[src/rtl/mpu_frame_packer_pkg.sv]
// Shared definitions for mpu_frame_packer: state encoding, header defaults and
// the saturating counter helper.
package mpu_pkg_defs;

  localparam logic [7:0] HDR0_DEF    = 8'hAA;
  localparam logic [7:0] HDR1_DEF    = 8'h55;
  localparam int         MAX_LEN_DEF = 20;

  localparam logic [3:0] ST_IDLE    = 4'd0;
  localparam logic [3:0] ST_LATCH   = 4'd1;
  localparam logic [3:0] ST_HDR0    = 4'd2;
  localparam logic [3:0] ST_HDR1    = 4'd3;
  localparam logic [3:0] ST_LEN     = 4'd4;
  localparam logic [3:0] ST_SEQ     = 4'd5;
  localparam logic [3:0] ST_RDREQ   = 4'd6;
  localparam logic [3:0] ST_RDWAIT  = 4'd7;
  localparam logic [3:0] ST_PAYLOAD = 4'd8;
  localparam logic [3:0] ST_CHK     = 4'd9;
  localparam logic [3:0] ST_DONE    = 4'd10;

  typedef enum logic [3:0] {
    S_IDLE    = ST_IDLE,
    S_LATCH   = ST_LATCH,
    S_HDR0    = ST_HDR0,
    S_HDR1    = ST_HDR1,
    S_LEN     = ST_LEN,
    S_SEQ     = ST_SEQ,
    S_RDREQ   = ST_RDREQ,
    S_RDWAIT  = ST_RDWAIT,
    S_PAYLOAD = ST_PAYLOAD,
    S_CHK     = ST_CHK,
    S_DONE    = ST_DONE
  } state_e;

  function automatic logic [7:0] sat8_inc(input logic [7:0] v);
    return (v == 8'hFF) ? v : v + 8'd1;
  endfunction

endpackage

[src/rtl/mpu_frame_packer.sv]
// Drains a sample set from the MPU receive FIFO and streams it to the UART as
// AA 55 LEN [SEQ] payload CHK. Define MPU_PKG_SEQ_EN to insert the SEQ byte.
//
// state   | meaning
// IDLE    | wait for Dat_Rdy or a pending request
// LATCH   | clamp FIFO level to MAX_LEN, clear checksum
// HDR0/1  | send header bytes
// LEN     | send payload length
// SEQ     | send sequence byte (MPU_PKG_SEQ_EN only)
// RDREQ   | one-cycle FIFO pop
// RDWAIT  | capture popped byte
// PAYLOAD | send payload byte
// CHK     | send checksum
// DONE    | frame complete, bump sequence
module mpu_frame_packer
  import mpu_pkg_defs::*;
#(
  parameter logic [7:0] HDR0    = HDR0_DEF,
  parameter logic [7:0] HDR1    = HDR1_DEF,
  parameter int         MAX_LEN = MAX_LEN_DEF
) (
  input  logic       CLK,
  input  logic       RSTn,
  input  logic       Dat_Rdy,
  input  logic [4:0] Rx_Dat_Cnt,
  input  logic [7:0] Rx_Dat,
  output logic       Rx_FIFO_RD_Req,
  output logic [7:0] Tx_Dat,
  output logic       Tx_Vld,
  input  logic       Tx_Rdy,
  output logic       Busy,
  output logic [7:0] Drop_Cnt
);

  localparam logic [4:0] MAX_LEN_L = 5'(MAX_LEN);

  state_e     state_q, state_d;
  logic [4:0] len_q, len_d;
  logic [4:0] rem_q, rem_d;
  logic [7:0] chk_q, chk_d;
  logic [7:0] tx_dat_q, tx_dat_d;
  logic       pending_q, pending_d;
  logic [7:0] drop_q, drop_d;
`ifdef MPU_PKG_SEQ_EN
  logic [7:0] seq_q, seq_d;
`endif

  logic       hs;
  logic [4:0] lat_len;
  logic [7:0] chk_sum;

  assign hs      = Tx_Vld & Tx_Rdy;
  assign lat_len = (Rx_Dat_Cnt > MAX_LEN_L) ? MAX_LEN_L : Rx_Dat_Cnt;
  // Running sum including the byte currently being handed to the UART.
  assign chk_sum = chk_q + tx_dat_q;

  always_comb begin
    state_d   = state_q;
    len_d     = len_q;
    rem_d     = rem_q;
    chk_d     = chk_q;
    tx_dat_d  = tx_dat_q;
    pending_d = pending_q;
    drop_d    = drop_q;
`ifdef MPU_PKG_SEQ_EN
    seq_d     = seq_q;
`endif

    if (state_q != S_IDLE && Dat_Rdy) begin
      if (pending_q) drop_d = sat8_inc(drop_q);
      else           pending_d = 1'b1;
    end

    case (state_q)
      S_IDLE: begin
        if (Dat_Rdy || pending_q) begin
          state_d   = S_LATCH;
          pending_d = pending_q & Dat_Rdy;
        end
      end
      S_LATCH: begin
        len_d = lat_len;
        rem_d = lat_len;
        chk_d = 8'd0;
        if (lat_len == 5'd0) begin
          state_d = S_IDLE;
        end else begin
          state_d  = S_HDR0;
          tx_dat_d = HDR0;
        end
      end
      S_HDR0: begin
        if (hs) begin
          state_d  = S_HDR1;
          tx_dat_d = HDR1;
        end
      end
      S_HDR1: begin
        if (hs) begin
          state_d  = S_LEN;
          tx_dat_d = {3'b000, len_q};
        end
      end
      S_LEN: begin
        if (hs) begin
          chk_d = chk_sum;
`ifdef MPU_PKG_SEQ_EN
          state_d  = S_SEQ;
          tx_dat_d = seq_q;
`else
          state_d  = S_RDREQ;
`endif
        end
      end
`ifdef MPU_PKG_SEQ_EN
      S_SEQ: begin
        if (hs) begin
          chk_d   = chk_sum;
          state_d = S_RDREQ;
        end
      end
`endif
      S_RDREQ: state_d = S_RDWAIT;
      S_RDWAIT: begin
        tx_dat_d = Rx_Dat;
        state_d  = S_PAYLOAD;
      end
      S_PAYLOAD: begin
        if (hs) begin
          chk_d = chk_sum;
          rem_d = rem_q - 5'd1;
          if (rem_q == 5'd1) begin
            state_d  = S_CHK;
            tx_dat_d = chk_sum;
          end else begin
            state_d = S_RDREQ;
          end
        end
      end
      S_CHK: begin
        if (hs) state_d = S_DONE;
      end
      S_DONE: begin
        state_d = S_IDLE;
`ifdef MPU_PKG_SEQ_EN
        seq_d   = seq_q + 8'd1;
`endif
      end
      default: state_d = S_IDLE;
    endcase
  end

  always_ff @(posedge CLK) begin
    if (!RSTn) begin
      state_q   <= S_IDLE;
      len_q     <= 5'd0;
      rem_q     <= 5'd0;
      chk_q     <= 8'd0;
      tx_dat_q  <= 8'd0;
      pending_q <= 1'b0;
      drop_q    <= 8'd0;
`ifdef MPU_PKG_SEQ_EN
      seq_q     <= 8'd0;
`endif
    end else begin
      state_q   <= state_d;
      len_q     <= len_d;
      rem_q     <= rem_d;
      chk_q     <= chk_d;
      tx_dat_q  <= tx_dat_d;
      pending_q <= pending_d;
      drop_q    <= drop_d;
`ifdef MPU_PKG_SEQ_EN
      seq_q     <= seq_d;
`endif
    end
  end

  assign Rx_FIFO_RD_Req = (state_q == S_RDREQ);
  assign Tx_Vld   = state_q inside {S_HDR0, S_HDR1, S_LEN, S_SEQ, S_PAYLOAD, S_CHK};
  assign Busy     = state_q inside {S_HDR0, S_HDR1, S_LEN, S_SEQ, S_RDREQ,
                                    S_RDWAIT, S_PAYLOAD, S_CHK};
  assign Tx_Dat   = tx_dat_q;
  assign Drop_Cnt = drop_q;

endmodule

[config.mk]
export PLATFORM = sky130hd
export DESIGN_NAME = mpu_frame_packer
export DESIGN_NICKNAME = d
export VERILOG_FILES = /design/src/rtl/mpu_frame_packer_pkg.sv /design/src/rtl/mpu_frame_packer.sv
export SDC_FILE = /design/constraint.sdc
export NUM_CORES = 1
export LEC_CHECK = 0
export BUFFER_PORTS_ARGS = -buffer_cell sky130_fd_sc_hd__buf_2
export CAP_MARGIN = 20
export CORE_UTILIZATION = 50
export DETAILED_ROUTE_END_ITERATION = 7
export PLACE_DENSITY = 0.76
export SETUP_SLACK_MARGIN = 0.05
export SYNTH_ARGS = -nofsm -noshare
export SYNTH_HDL_FRONTEND = slang
export SYNTH_SLANG_ARGS = --single-unit
[constraint.sdc]
create_clock -name CLK -period 4.8 [get_ports CLK]
set_clock_uncertainty 0.1 [all_clocks]
set_input_delay 0.96 -clock CLK [delete_from_list [all_inputs] [get_ports CLK]]
set_output_delay 0.96 -clock CLK [all_outputs]
set_load 0.005 [all_outputs]
# ---- Yosys cells after proc, flatten, opt, wreduce, memory -nomap -nowiden
# Index checks and enable logic that the tools add are counted.
dict set report word_totals {
  ff_bits 39
  word_cells 73
  out_inout_bits 19
  input_bits 17
}
dict set report classes {
  n_lt_le_gt_ge 1
  n_bitwise 3
  reduce_logical 16
  mux 23
  n_eq_ne 20
  add_sub_neg 3
}
# operator n
set ops {}
lappend ops {{$mux W8} 6}
lappend ops {{$pmux W8 S5} 1}
lappend ops {{$pmux W4 S9} 1}
lappend ops {{$mux W4} 7}
lappend ops {{$eq A4 B3 Y1 const B} 4}
lappend ops {{$ne A2 B2 Y1 const B} 8}
lappend ops {{$pmux W8 S2} 1}
lappend ops {{$reduce_and A6 Y1} 2}
lappend ops {{$mux W5} 2}
lappend ops {{$pmux W5 S2} 1}
lappend ops {{$add A8 B1 Y8 const B} 1}
lappend ops {{$add A8 B8 Y8} 1}
lappend ops {{$eq A4 B2 Y1 const B} 2}
lappend ops {{$eq A4 B4 Y1 const B} 2}
lappend ops {{$eq A8 B8 Y1 const B} 1}
lappend ops {{$reduce_bool A8 Y1} 1}
lappend ops {{$reduce_bool A6 Y1} 1}
lappend ops {{$eq A5 B1 Y1 const B} 1}
lappend ops {{$gt A5 B5 Y1 const B} 1}
lappend ops {{$logic_not A5 Y1} 1}
lappend ops {{$reduce_bool A5 Y1} 1}
lappend ops {{$sub A5 B1 Y5 const B} 1}
lappend ops {{$eq A4 B1 Y1 const B} 1}
lappend ops {{$logic_not A4 Y1} 1}
lappend ops {{12 further kinds} 17}

# ---- Logic depth before layout (Yosys ltp)
# Gate-level depths: netlist of run 1.
dict set report depth {
  depth_word 5
  depth_mapped 8
  ltp_nobuf 8
}

# ---- Worst setup path after synthesis of run 1
# Ideal clock, no wire load.
dict set report synth_path {
  kind {in2reg}
  start {input Rx_Dat_Cnt[3]}
  end {register tx_dat_q[5] (netlist: Tx_Dat[5])}
  slack_ps 2477
  arrival_ps 2090
  setup_ps 133
  n_path_buf 0
  stages 6
  cell_sequence {or4_1 o21ai_2 nor3_1 o21a_2 o21ai_0 a31oi_1}
}
dict set report synth_via {
  elab_chain_len 5
}
# element line
set synth_rtl {}
lappend synth_rtl {{start: declaration} mpu_frame_packer.sv:25} ;# input logic [4:0] Rx_Dat_Cnt,
lappend synth_rtl {{$gt A5 B5 Y1} mpu_frame_packer.sv:53} ;# assign lat_len = (Rx_Dat_Cnt > MAX_LEN_L) ? MAX_LEN_L : Rx_Dat_Cnt;
lappend synth_rtl {{$mux W5 (*)} mpu_frame_packer.sv:53}
lappend synth_rtl {{$logic_not A5 Y1 (*)} mpu_frame_packer.sv:85} ;# if (lat_len == 5'd0) begin
lappend synth_rtl {{$ne A2 B2 Y1 (no source line) (*)} n/a}
lappend synth_rtl {{$reduce_and A6 Y1 (no source line) (*)} n/a}
lappend synth_rtl {{end signal: assignment} mpu_frame_packer.sv:170} ;# tx_dat_q <= tx_dat_d;
lappend synth_rtl {{end: declaration} mpu_frame_packer.sv:41} ;# logic [7:0] tx_dat_q, tx_dat_d;
# Mark *: on every way between the ends. The rest lies on a longest branch, timed or not.
# A chain may end at the register's enable or synchronous reset.

# ---- Worst setup path in the final report of run 1
dict set report layout_path {
  start {register state_q[2]}
  end {output Tx_Vld}
}
dict set report layout_via {
  elab_chain_len 2
}
# element line
set layout_rtl {}
lappend layout_rtl {{start: declaration} mpu_frame_packer.sv:37} ;# state_e state_q, state_d;
lappend layout_rtl {{start signal: assignment} mpu_frame_packer.sv:166} ;# state_q <= state_d;
lappend layout_rtl {{$eq A4 B2 Y1, or another cell as far along} mpu_frame_packer.sv:180} ;# assign Tx_Vld = state_q inside {S_HDR0, S_HDR1, S_LEN, S_SEQ, S_PAYLOAD, S_CHK};
lappend layout_rtl {{$reduce_bool A6 Y1 (*)} mpu_frame_packer.sv:180}
lappend layout_rtl {{end: declaration} mpu_frame_packer.sv:29} ;# output logic Tx_Vld,
# Marked as above.

==> results of run 1 <==
-- final cells by class --
| cell class | instances | area share, % |
|---|---|---|
| multi-input cells | 237 | 56.0 |
| flip-flops and latches | 39 | 29.4 |
| repair buffers | 35 | 6.59 |
| clock buffers | 6 | 3.11 |
| well taps | 52 | 2.45 |
| clock inverters | 2 | 1.32 |
| inverters | 8 | 1.13 |
-- worst max-delay path, delay by kind of cell, from the launching register on --
| kind | cells | cell delay (ps) |
|---|---|---|
| simple gates | 2 | 460 |
| compound gates | 1 | 110 |
| buf+inv | 1 | 160 |
| flops | 1 | 890 |
-- through the flow --
| step | total power (uW) | hold WS (ps) | cell area [sq um] |
|---|---|---|---|
| 4_1_cts | 1210 | 369 | 2660 |
| 3_5_place_dp | 924 | 358 | 2540 |
| 6_report | 1210 | 370 | 2660 |
| 2_1_floorplan | 801 | 336 | 2360 |
| 5_1_grt | 1290 | 399 | 2660 |
| 3_3_place_gp | 912 | 348 | 2540 |
-- sequential cells by signal, indices dropped and copies added (netlist names) --
| signal | count |
|---|---|
| len_q | 5 |
| state_q | 4 |
| Drop_Cnt | 8 |
| Tx_Dat | 8 |
| rem_q | 5 |
| chk_q | 8 |
| pending_q | 1 |
-- kinds of logic after synthesis --
| group | synth area share, % |
|---|---|
| simple gates | 24.6 |
| compound gates | 23.0 |
| flops | 33.0 |
| buf+inv | 4.02 |
| xor+xnor | 5.77 |
| fa+ha+maj | 6.14 |
| mux | 3.44 |
-- synthesized netlist by cell type (5+ instances only) --
cell type | n | area, sq um
o22ai_1 | 5 | 31.3
buf_2 | 7 | 35.0
nand2_1 | 35 | 131
dfxtp_1 | 39 | 781
inv_1 | 7 | 26.3
o21ai_0 | 22 | 110
xnor2_1 | 7 | 61.3
xor2_1 | 6 | 52.6
ha_1 | 10 | 125
nor3_1 | 5 | 25.0
a21oi_1 | 27 | 135
nand2b_1 | 11 | 68.8
mux2i_1 | 7 | 70.1
nor2_1 | 33 | 124
clkbuf_1 | 6 | 22.5
nand3_1 | 11 | 55.1
-- path summary, 6_finish.rpt --
path	start	end	slack, ps
min	len_q[0]	len_q[0]	370
max	state_q[2]	Tx_Vld	1830
max reg2reg	state_q[2]	state_q[1]	2330
min reg2reg	len_q[0]	len_q[0]	370
-- power by group through the flow --
stage                     clock, uW  sequential [uW]  combinational (uW)
after floorplan                   0              426                 375
after global placement            0              474                 438
after detailed placement          0              476                 447
after CTS                       285              469                 456
after global routing            302              482                 504
final                           281              471                 457
-- routing by layer --
layer  part of all wire (%)  routed length, um  vias up
li1                       -                  -     1122
met1                     48               2720     1044
met2                     47               2670       64
met3                    4.8                275        5
met4                   0.93                 53        0
met5                      0                  0        -
==> flow_summary.ini, run 1 <==
[grt]
grt_use_total_pct = 23.7
globalRoute.busiestLayer = met2
met1_usage_pct = 31.7
use_met3_pct = 3.99
gr-usage-met2_pct = 39.1
grt_pass1_wl_um = 9450
grt_max_degree = 36
grt_pass1_vias = 2062
antenna_found_initial = 0
grt.overflow.total = 0

[routing]
viasPerCell = 5.90
drtIter0Drc = 102
totalWireLength_um = 5720
wl_per_cell_um = 15.1
firstDrtPassIters = 6
antenna_left = 0
vias = 2235
drc_errors = 4

[placement]
dpl.hpwl_um = 4040
dp_slack_ps = 2160
gp_congestion = 0.859
port_buffers = 35
dp.cells = 371

[synthesis]
yosysUniqueCellTypes = 53
seq_area_frac_synth_pct = 33.0
synth_ff_type = dfxtp_1
synth_seq_cells = 39
syn_inst = 298
syn_nets = 326
synth_area_sq_mm = 0.00236
synth_edf_count = 0
postSynth.asyncResetShare_pct = 0
yosys_warnings = 0
syn_avg_cell_area_sq_um = 7.94

[run_status]
violations = DRC
status = finished with violations

[cells_and_area]
fill_cells = 406
nNetsFinal = 354
area_growth_pct = 12.4
mostFrequentLayoutCell = dfxtp_1
final_util_pct = 59.8
diodes = 0
layout.area.seq_sq_um = 781
multiInputGateArea_sq_mm = 0.00149
drive_gt1_share_pct = 16.2
stdcell_count = 379
final_cell_mix = dfxtp_1 (39), nand2_1 (35), buf_2 (35)

[sta]
worst_pin_slew_ps = 994
clock.fmax_mhz = 337
max_slew_margin_pct = 33.3
tns_ps = 0
setup_ws_ps = 1830
drv_slew = 0
layout_min_cycle_time_ps = 2970
final.period_utilization_pct = 61.9
finalSetupViolCount = 0
grt_setup_unrepaired = no
hold_viol_final = 0

[clocking]
cts_buffer_depth = 2
path_clk_slew_ps = 80
worstSkewPairLatency_ps = 290
cts_hold_buf = 0
clock-sinks = 39
cts_made_buffers = 5
cts_tree = built
cts_resized = 0
post-cts-setup-buffers = 0
clockRootBuffer = clkbuf_8
h-tree-depth = 2

[pwr]
p_switching_uw = 463
vdd_drop_max_mv = 0.276
intPower_uw = 746
power_density_mw_per_mm2 = 455
sw_frac_of_total_pct = 38.3
clkPwrFrac_pct = 23.3
p_leak_uw = 0.00104
power_frac_comb_pct = 37.8
sequentialPowerShare_pct = 38.9

[hold_path]
worst_hold_path.num_cells = 2
hold_class = flop to flop

[setup_path]
critPathCaptureType = output pin
r2r_cells = 6
crit_slowest_cell = dfxtp_1
worstPathRequired_ps = 3740
crit_fanout = 24
crit_chain = nor2_1, nand2_1, o21ai_0, buf_2
arrival_ps = 1910
cpPeakStageDelay_ps = 890
worstSetupStartpointType = flop
critical_path_class = flop to output pin

[job]
drv_cap = 0

[floorplan]
start_util_pct = 53.2
num_rows = 24
die_y_um = 70.8
die_area_sq_mm = 0.00501
core_region_area_sq_mm = 0.00444
io-pin-count = 36
die_w_um = 70.8
(Power assumes the default switching activity.)
==> run 2, diff against run 1 <==
==> constraint.sdc (replaced) <==
create_clock -name CLK -period 3.08 [get_ports CLK]
set_clock_uncertainty 0.1 [all_clocks]
set_input_delay 0.616 -clock CLK [delete_from_list [all_inputs] [get_ports CLK]]
set_output_delay 0.616 -clock CLK [all_outputs]
set_load 0.005 [all_outputs]
==> run 2 against run 1 <==
Against the previous run: the run still ends with DRC left; via count rose by 0.58%; routed wire length fell by 2.2%; clock power rose by 49%; sequential power rose by 55%; setup slack got worse by 1400 ps; sequential cell count did not move.
==> flow_summary.ini, run 2 (synthesized netlist as in run 1, its figures left out) <==
[setup_path]
critical_path_class = flop to output pin
cpPeakStageDelay_ps = 880
arrival_ps = 1900
critPathTopFamily = flip-flops
crit_chain = nor2_1, nand2_1, o21ai_0, buf_2
worstPathRequired_ps = 2360
worstSetupStartpointType = flop
r2r_cells = 6
crit_slowest_cell = dfxtp_1
crit_fanout = 24
crit_cells = 4
crit_buf_inv = 1
critPathCaptureType = output pin

[clocking]
post-cts-setup-buffers = 0
cts_tree = built
clockRootBuffer = clkbuf_8
cts_buffer_depth = 2
cts_hold_buf = 0
clock-sinks = 39
path_clk_slew_ps = 70
cts_resized = 0
cts_made_buffers = 5
worstSkewPairLatency_ps = 290
h-tree-depth = 2

[routing]
wl_per_cell_um = 14.7
drtIter0Drc = 140
antenna_left = 0
vias = 2248
viasPerCell = 5.92
totalWireLength_um = 5590
firstDrtPassIters = 6
drc_errors = 4

[floorplan]
core_region_area_sq_mm = 0.00444
die_area_sq_mm = 0.00501
die_w_um = 70.8
die_y_um = 70.8
num_rows = 24
io-pin-count = 36
start_util_pct = 53.2

[grt]
grt.overflow.total = 0
grt_pass1_vias = 2095
grt_use_total_pct = 23.6
antenna_found_initial = 0
grt_max_degree = 25
grt_pass1_wl_um = 9490

[cells_and_area]
final_util_pct = 59.9
nNetsFinal = 355
fill_cells = 396
drive_gt1_share_pct = 16.5
diodes = 0
area_growth_pct = 12.5
mostFrequentLayoutCell = dfxtp_1
final_cell_mix = dfxtp_1 (39), nand2_1 (35), buf_2 (35)
stdcell_count = 380

[sta]
layout_min_cycle_time_ps = 2620
drv_slew = 0
worst_pin_slew_ps = 851
tns_ps = 0
clock.fmax_mhz = 382
final.period_utilization_pct = 84.9
max_slew_margin_pct = 43.2
grt_setup_unrepaired = no
finalSetupViolCount = 0
hold_viol_final = 0

[pwr]
power_uw = 1860
power_density_mw_per_mm2 = 700
p_leak_uw = 0.00104
vdd_drop_max_mv = 0.541

[placement]
gp_congestion = 0.888
dp.cells = 372
port_buffers = 35
dpl.hpwl_um = 4090

[hold_path]
worst_hold_path.num_cells = 2
hold_class = flop to flop

[job]
drv_cap = 0

[run_status]
status = finished with violations
violations = DRC
==> run 2: cell types whose count changed in the layout (fill, tap and decap cells not counted), sizes merged <==
cell,before,now
clkbuf,6,5
clkinv,2,3
buf,35,36
==> run 2: cell type report <==
type / count / area [sq um] / area share (%)
flip-flops and latches: 39 / 781 / 29.4
clock inverters: 3 / 43.8 / 1.65
inverters: 8 / 30.0 / 1.13
clock buffers: 5 / 68.8 / 2.59
multi-input cells: 237 / 1490 / 56.0
repair buffers: 36 / 183 / 6.87
well taps: 52 / 65.1 / 2.45
==> run 2: final timing paths <==
check	startpoint	end	slack (ps)
worst max-delay path	state_q[2]	Tx_Vld	460
worst min-delay path	len_q[0]	len_q[0]	360
worst max register to register	state_q[2]	state_q[1]	680
worst min register to register	len_q[0]	len_q[0]	360
==> run 2: power by group <==
part	switching, uW	leakage, uW	internal [uW]	total (uW)
clock	178	0.0000581	241	419
combinational	397	0.000668	315	712
sequential	144	0.000317	586	730
==> run 2: worst reg2reg max path, cell delays in order, from the launching register on <==
cell and delay, ps:
dfxtp_1 880, nand2b_1 260, mux2_1 360, o21a_1 180, o32a_1 230, a32oi_1 220
nor2_1 60
==> run 2: routing by layer <==
metal	vias up	track usage [%]	part of all wire [%]
li1	1125	-	-
met2	57	38.1	46
met5	-	0	0
met3	8	4.70	4.3
met4	0	8.44	1.4
met1	1058	31.3	49
==> run 2: through the flow <==
step                      worst slack [ps]  area, sq um  hold slack (ps)
final                                  465         2660              356
after global routing                   380         2660              368
after CTS                              468         2660              359
after detailed placement               750         2550              349
after global placement                 811         2550              346
after floorplan                       1050         2360              336
